==> src/rtl/instr_fetch.sv <==
// -----------------------------------------------------------------------------
// instr_fetch
//
// Single-stage instruction fetch unit. It holds an 8-bit word-address PC,
// presents it combinationally to the instruction memory, and registers the
// returned word into a fetch register (instr_out / pc_out / valid_out) one
// cycle later. The fetch sequence ends after the word at LAST_ADDR has been
// fetched (state DONE). A taken branch redirects the PC and also restarts
// fetching from DONE.
//
// Update priority per clock edge: rst > branch_taken > flush > stall > fetch.
//
// Parameters
//   RESET_PC      word address loaded into the PC on reset
//   LAST_ADDR     final program word; a normal fetch of it enters DONE
//
// Ports
//   clk            in   1   sole clock, rising edge
//   rst            in   1   synchronous active-high reset
//   stall          in   1   hold PC and fetch register
//   flush          in   1   load a bubble into the fetch register
//   branch_taken   in   1   redirect PC to branch_target
//   branch_target  in   8   redirect word address
//   imem_addr      out  8   word address to instruction memory (= PC)
//   imem_rd        in   32  instruction word for imem_addr (combinational)
//   instr_out      out  32  registered fetched instruction
//   pc_out         out  8   registered address of instr_out
//   valid_out      out  1   fetch register holds a real instruction
//   done           out  1   high while in DONE
//   fetch_count    out  16  accepted fetches, saturating at 16'hFFFF
// -----------------------------------------------------------------------------
module instr_fetch #(
  parameter logic [7:0] RESET_PC  = 8'd0,
  parameter logic [7:0] LAST_ADDR = 8'd255
) (
  input  logic        clk,
  input  logic        rst,
  input  logic        stall,
  input  logic        flush,
  input  logic        branch_taken,
  input  logic [7:0]  branch_target,
  output logic [7:0]  imem_addr,
  input  logic [31:0] imem_rd,
  output logic [31:0] instr_out,
  output logic [7:0]  pc_out,
  output logic        valid_out,
  output logic        done,
  output logic [15:0] fetch_count
);

  typedef enum logic [0:0] {
    ST_RUN  = 1'b0,
    ST_DONE = 1'b1
  } state_t;

  state_t      state_q, state_d;
  logic [7:0]  pc_q, pc_d;
  logic [31:0] instr_q, instr_d;
  logic [7:0]  pc_out_q, pc_out_d;
  logic        valid_q, valid_d;
  logic        done_q, done_d;
  logic [15:0] count_q, count_d;

  // 8-bit add wraps 255 -> 0 naturally.
  logic [7:0]  pc_inc;
  assign pc_inc = pc_q + 8'd1;

  // Next-state and next-output computation for every non-reset edge.
  always_comb begin
    state_d  = state_q;
    pc_d     = pc_q;
    instr_d  = instr_q;
    pc_out_d = pc_out_q;
    valid_d  = valid_q;
    count_d  = count_q;

    if (branch_taken) begin
      // Branch overrides stall/flush and also resumes from DONE.
      state_d  = ST_RUN;
      pc_d     = branch_target;
      instr_d  = 32'h0000_0000;
      pc_out_d = 8'd0;
      valid_d  = 1'b0;
    end else begin
      case (state_q)
        ST_RUN: begin
          if (flush) begin
            instr_d  = 32'h0000_0000;
            pc_out_d = 8'd0;
            valid_d  = 1'b0;
            // A flush alone never ends the program; PC still obeys stall.
            if (!stall) begin
              pc_d = pc_inc;
            end else begin
              pc_d = pc_q;
            end
          end else if (stall) begin
            pc_d     = pc_q;
            instr_d  = instr_q;
            pc_out_d = pc_out_q;
            valid_d  = valid_q;
          end else begin
            instr_d  = imem_rd;
            pc_out_d = pc_q;
            valid_d  = 1'b1;
            pc_d     = pc_inc;
            if (count_q == 16'hFFFF) begin
              count_d = count_q;
            end else begin
              count_d = count_q + 16'd1;
            end
            if (pc_q == LAST_ADDR) begin
              state_d = ST_DONE;
            end else begin
              state_d = ST_RUN;
            end
          end
        end
        ST_DONE: begin
          // Idle: only the valid flag drops; stall/flush are irrelevant here.
          valid_d = 1'b0;
        end
        default: begin
          state_d = ST_RUN;
          valid_d = 1'b0;
        end
      endcase
    end

    done_d = (state_d == ST_DONE);
  end

  // State and output registers with synchronous reset.
  always_ff @(posedge clk) begin
    if (rst) begin
      state_q  <= ST_RUN;
      pc_q     <= RESET_PC;
      instr_q  <= 32'h0000_0000;
      pc_out_q <= 8'd0;
      valid_q  <= 1'b0;
      done_q   <= 1'b0;
      count_q  <= 16'd0;
    end else begin
      state_q  <= state_d;
      pc_q     <= pc_d;
      instr_q  <= instr_d;
      pc_out_q <= pc_out_d;
      valid_q  <= valid_d;
      done_q   <= done_d;
      count_q  <= count_d;
    end
  end

  assign imem_addr   = pc_q;
  assign instr_out   = instr_q;
  assign pc_out      = pc_out_q;
  assign valid_out   = valid_q;
  assign done        = done_q;
  assign fetch_count = count_q;

endmodule

==> config.mk <==
export PLATFORM = sky130hd
export DESIGN_NAME = instr_fetch
export DESIGN_NICKNAME = d
export VERILOG_FILES = /design/src/rtl/instr_fetch.sv
export SDC_FILE = /design/constraint.sdc
export NUM_CORES = 1
export LEC_CHECK = 0
export ABC_AREA = 1
export CORE_MARGIN = 2
export CORE_UTILIZATION = 47
export DETAILED_ROUTE_END_ITERATION = 7
export PLACE_DENSITY_LB_ADDON = 0.05
export SKIP_LAST_GASP = 1
export SYNTH_ARGS = -nofsm -noshare
export SYNTH_HDL_FRONTEND = slang
export SYNTH_SLANG_ARGS = --single-unit
==> constraint.sdc <==
create_clock -name clk -period 2.8 [get_ports clk]
set_input_delay 0.56 -clock clk [delete_from_list [all_inputs] [get_ports clk]]
set_output_delay 0.56 -clock clk [all_outputs]
set_load 0.01 [all_outputs]
=== Word level (Yosys, flattened, before mapping) ===
Cells that the tools add are included.

* $add $sub $neg: 2
* Equal/unequal tests: 6
* Mux-type cells: 14
* Bitwise gates (word level): 5
* Reduce and logical (&&, ||, !) cells: 4

{| class="wikitable"
|+ Operator list
! cell !! number
|-
| 32-bit two-way mux || 2
|-
| 8-bit two-way mux || 5
|-
| 16-bit by 1-bit adder with 16-bit output (second input constant) || 1
|-
| 16-bit equality test (second input constant) || 1
|-
| 8-bit by 1-bit adder with 8-bit output (second input constant) || 1
|-
| 8-bit equality test (second input constant) || 1
|-
| 1-bit two-way mux || 6
|-
| 1-bit NOT || 5
|-
| 5-bit AND reduction || 1
|-
| 2-bit by 1-bit inequality test with 1-bit output (second input constant) || 2
|-
| 2-bit AND reduction || 2
|-
| 3-bit inequality test (second input constant) || 1
|-
| 2-bit inequality test (second input constant) || 1
|-
| 1-bit case mux with 2 select lines || 1
|-
| 2-bit OR reduction || 1
|}

* Register bits: 66
* Output and inout port bits: 66
* Word-level logic and storage cells: 37

=== Logic depth before layout (Yosys ltp) ===
* Depth after elaboration: 5
* Mapped depth: 9
* Depth with buffers taken out: 8

=== Worst setup path before layout ===
Ideal clock, no wire load.

* Path type: register -> register
* Start point: register count_q[0], in the netlist fetch_count[0]
* End point: register count_q[11], in the netlist fetch_count[11]
* Setup time: 0.142 ns
* Arrival time: 1.578 ns
* Path slack: 1.080 ns
* Stages on the path, launching flop included: 10
* Buffers on the path: 1
* Cell sequence: dfxtp_1 ha_1 inv_1 nor2_4 nand2_2 o21ai_4 inv_2 buf_6 nand2_1 a21oi_2

* Longest elaborated chain between the ends: 3

{| class="wikitable"
|+ RTL lines
! what !! line !! text
|-
| start, declared || 62 || <nowiki>logic [15:0] count_q, count_d;</nowiki>
|-
| start signal, assigned || 150 || <nowiki>count_q <= count_d;</nowiki>
|-
| parallel branches: the longest is 3 deep, another holds 16-bit by 1-bit adder with 16-bit output || -- ||
|}

Several ways; the timed one is not identified.
A chain may end at the register's enable or synchronous reset.

=== Worst setup path in the final report ===
* Start point: register count_q[0], in the netlist fetch_count[0]
* End point: register count_q[13], in the netlist fetch_count[13]

Same word-level chain as after synthesis.

==> impl_metrics.env <==
export IMPL_maxSlewHeadroom=0.705
export IMPL_grt_pass1_vias=2587
export IMPL_ys_warn_count=0
export IMPL_worst_pin_slew_ps=442
export IMPL_fmax_mhz=478
export IMPL_grt_use_total=0.218
export IMPL_place_hpwl_um=5290
export IMPL_hold_path_class="register to register"
export IMPL_reg2reg_depth=8
export IMPL_antenna_cells=0
export IMPL_ys_types=24
export IMPL_ys_ff_latch=66
export IMPL_cp_arrival_ps=2310
export IMPL_worstSkewPairLatency_ps=330
export IMPL_portBuffers=110
export IMPL_vias=2905
export IMPL_p_sw_frac=0.240
export IMPL_grt_pass1_wl_um=11400
export IMPL_grt_max_degree=42
export IMPL_syn_area_sq_um=2910
export IMPL_ios=111
export IMPL_cts_resized=0
export IMPL_synth_area_leaders="dfxtp_1, nand2_1, a21oi_1"
export IMPL_drc=0
export IMPL_setup_viol=0
export IMPL_r2r_slack_ps=710
export IMPL_avgSynthCellArea_sq_um=7.17
export IMPL_via_per_inst=4.88
export IMPL_multi_input_area_sq_um=1420
export IMPL_critPathKind="register to register"
export IMPL_slew_violations=0
export IMPL_end_kind="register"
export IMPL_fp_dieW_um=82.7
export IMPL_htreeDepth=3
export IMPL_num_fill_cells=484
export IMPL_drt_pass1_iter_count=4
export IMPL_cts_tree="yes"
export IMPL_period_share=0.746
export IMPL_post_cts_buffers=0
export IMPL_root_buffer="clkbuf_8"
export IMPL_slowest_stage="dfxtp_1"
export IMPL_crit_chain="ha_1 -> inv_1 -> nor2_4 -> nand2_2 -> o21ai_4 -> inv_2 -> nand2_1 -> a21oi_2"
export IMPL_first_iter_violations=93
export IMPL_peakVddDrop_uv=295
export IMPL_p_int_mw=1.48
export IMPL_pwr_share_clk=0.391
export IMPL_area_growth_pct=45.7
export IMPL_fin_crit_ps=2090
export IMPL_cts_sinks=66
export IMPL_fin_nets=562
export IMPL_setup_tns_ps=0
export IMPL_stdcell_count=595
export IMPL_path_clk_slew_ps=70
export IMPL_pwr_share_seq=0.503
export IMPL_cp_start_kind="register"
export IMPL_grt_overflow_total=0
export IMPL_synth_top_cell_area_share=0.454
export IMPL_syn_nets=453
export IMPL_maxCapViolCount=0
export IMPL_synthArstFlopShare=0
export IMPL_hp_start="instr_out[13]"
export IMPL_status="finished clean"
export IMPL_core_sq_um=5960
export IMPL_holdPathEnd="instr_out[13]"
export IMPL_antenna_left=0
export IMPL_p_switching_uw=467
export IMPL_r2r_start="fetch_count[0]"
export IMPL_dieArea_sq_um=6840
export IMPL_ys_seq_area_frac=0.454
export IMPL_r2r_end="fetch_count[13]"
export IMPL_fp_row_count=28
export IMPL_place_inst=579
export IMPL_synth_ff_type="dfxtp_1"
export IMPL_start_util=0.489
export IMPL_routed_wl_um=7430
export IMPL_synth_top_area_cell="dfxtp_1"
export IMPL_skew_ps=8.76
export IMPL_crit_required_ps=3020
export IMPL_synthCells=406
export IMPL_gp_congestion=0.789
export IMPL_min_delay_path_depth=2
export IMPL_detail_route_wl_per_cell_um=12.5
export IMPL_synth_edf_count=0
export IMPL_hold_viol_final=0
export IMPL_antenna_found_initial=0
export IMPL_combPwrFrac=0.106
export IMPL_path_max_fanout=16
export IMPL_ctsHoldBuffers=0
export IMPL_clk_path_buf_depth=2
export IMPL_leakagePower_nw=1.46
export IMPL_cpPeakStageDelay_ps=460
export IMPL_die_y_um=82.7
export IMPL_drive_gt1_frac=0.0904
export IMPL_rsz0062_at_grt="false"
export IMPL_seq_area_sq_um=1320
export IMPL_powerDensity_nw_per_um2=458
export IMPL_cts_buffers=9
per-stage QoR:
step	area [sq um]	hold WS (ps)	total power, mW	setup slack, ps	utilization
2_1_floorplan	2910	486	1.09	1080	-
3_3_place_gp	4060	447	1.20	616	0.682
3_5_place_dp	4060	451	1.21	541	0.682
4_1_cts	4250	463	1.96	719	0.713
5_1_grt	4250	474	2.03	481	0.713
6_report	4250	461	1.95	710	0.713
placed cells by master (no fill, tap or decap):
master           netlist  layout
inv_1                 21      21
nor2_1                24      24
nor2_2                 5       5
nor3_1                 1       1
nor2_4                 2       2
a21oi_1               51      51
bufinv_16              0       1
clkbuf_8               0       9
a31oi_1                3       3
ha_1                   2       2
clkinvlp_4             0       2
dfxtp_1               66      66
o211ai_1               1       1
nand4_1                7       7
nand2_1              158     158
clkbuf_1               7       2
nand3_1                7       7
o21ai_0               10      10
clkinv_2               0       2
clkdlybuf4s50_1        0     110
inv_2                  2       2
xor2_1                 4       4
buf_4                  0       5
xnor2_1                6       6
a21oi_2               10      10
nand2_2                8       8
o21ai_4                1       1
critical path, delay by kind of cell, from the launching register on:
family	cells	cell delay (ps)
AO/OA/AOI/OAI	2	460
buffers and inverters	2	350
flip-flops	1	460
AND/OR/NAND/NOR	3	410
adder cells (fa/ha/maj)	1	300
flip-flops by register name, summed over array words and instances, names as in the netlist:
signal,count
done,1
imem_addr,8
valid_out,1
pc_out,8
fetch_count,16
instr_out,32
worst max path at each step:
| stage | slack (ps) | endpoint | from | depth (start not counted) |
|---|---|---|---|---|
| 2_1_floorplan | 1080 | fetch_count[11] | fetch_count[0] | 9 |
| 3_3_place_gp | 620 | fetch_count[14] | stall | 8 |
| 3_5_place_dp | 540 | fetch_count[9] | stall | 8 |
| 4_1_cts | 720 | fetch_count[13] | fetch_count[0] | 8 |
| 5_1_grt | 480 | fetch_count[15] | fetch_count[0] | 8 |
| 6_report | 710 | fetch_count[13] | fetch_count[0] | 8 |
power groups by stage:
stage	Sequential (mW)	Clock, mW	Combinational, mW
after floorplan	1.00	0	0.0802
after global placement	0.998	0	0.204
after detailed placement	0.999	0	0.207
after CTS	0.978	0.777	0.208
after global routing	0.981	0.822	0.226
final	0.978	0.761	0.206
synthesized netlist by cell type (6+ instances only):
cell,count
a21oi_1,51
a21oi_2,10
buf_2,6
clkbuf_1,7
dfxtp_1,66
inv_1,21
nand2_1,158
nand2_2,8
nand3_1,7
nand4_1,7
nor2_1,24
o21ai_0,10
xnor2_1,6
cells by family (layout without fill, tap and decap cells):
logic type	Yosys count	in the layout	synth area share
xor+xnor	10	10	0.0301
compound gates	76	76	0.149
flops	66	66	0.454
buf+inv	40	154	0.0593
simple gates	212	212	0.299
fa+ha+maj	2	2	0.00859
layer usage:
metal / up-vias / routed length (um) / track usage
li1: 1517 / - / -
met1: 1291 / 3300 / 0.276
met2: 87 / 3550 / 0.359
met3: 10 / 470 / 0.0424
met4: 0 / 109 / 0.100
met5: - / 0 / 0
cell type report:
cell class              count  area share
multi-input cells         300       0.334
flip-flops and latches     66       0.311
clock buffers              11      0.0309
repair buffers            115       0.268
well taps                  75      0.0221
inverters                  23      0.0203
clock inverters             5      0.0130
Power figures use the tool's default switching activity.
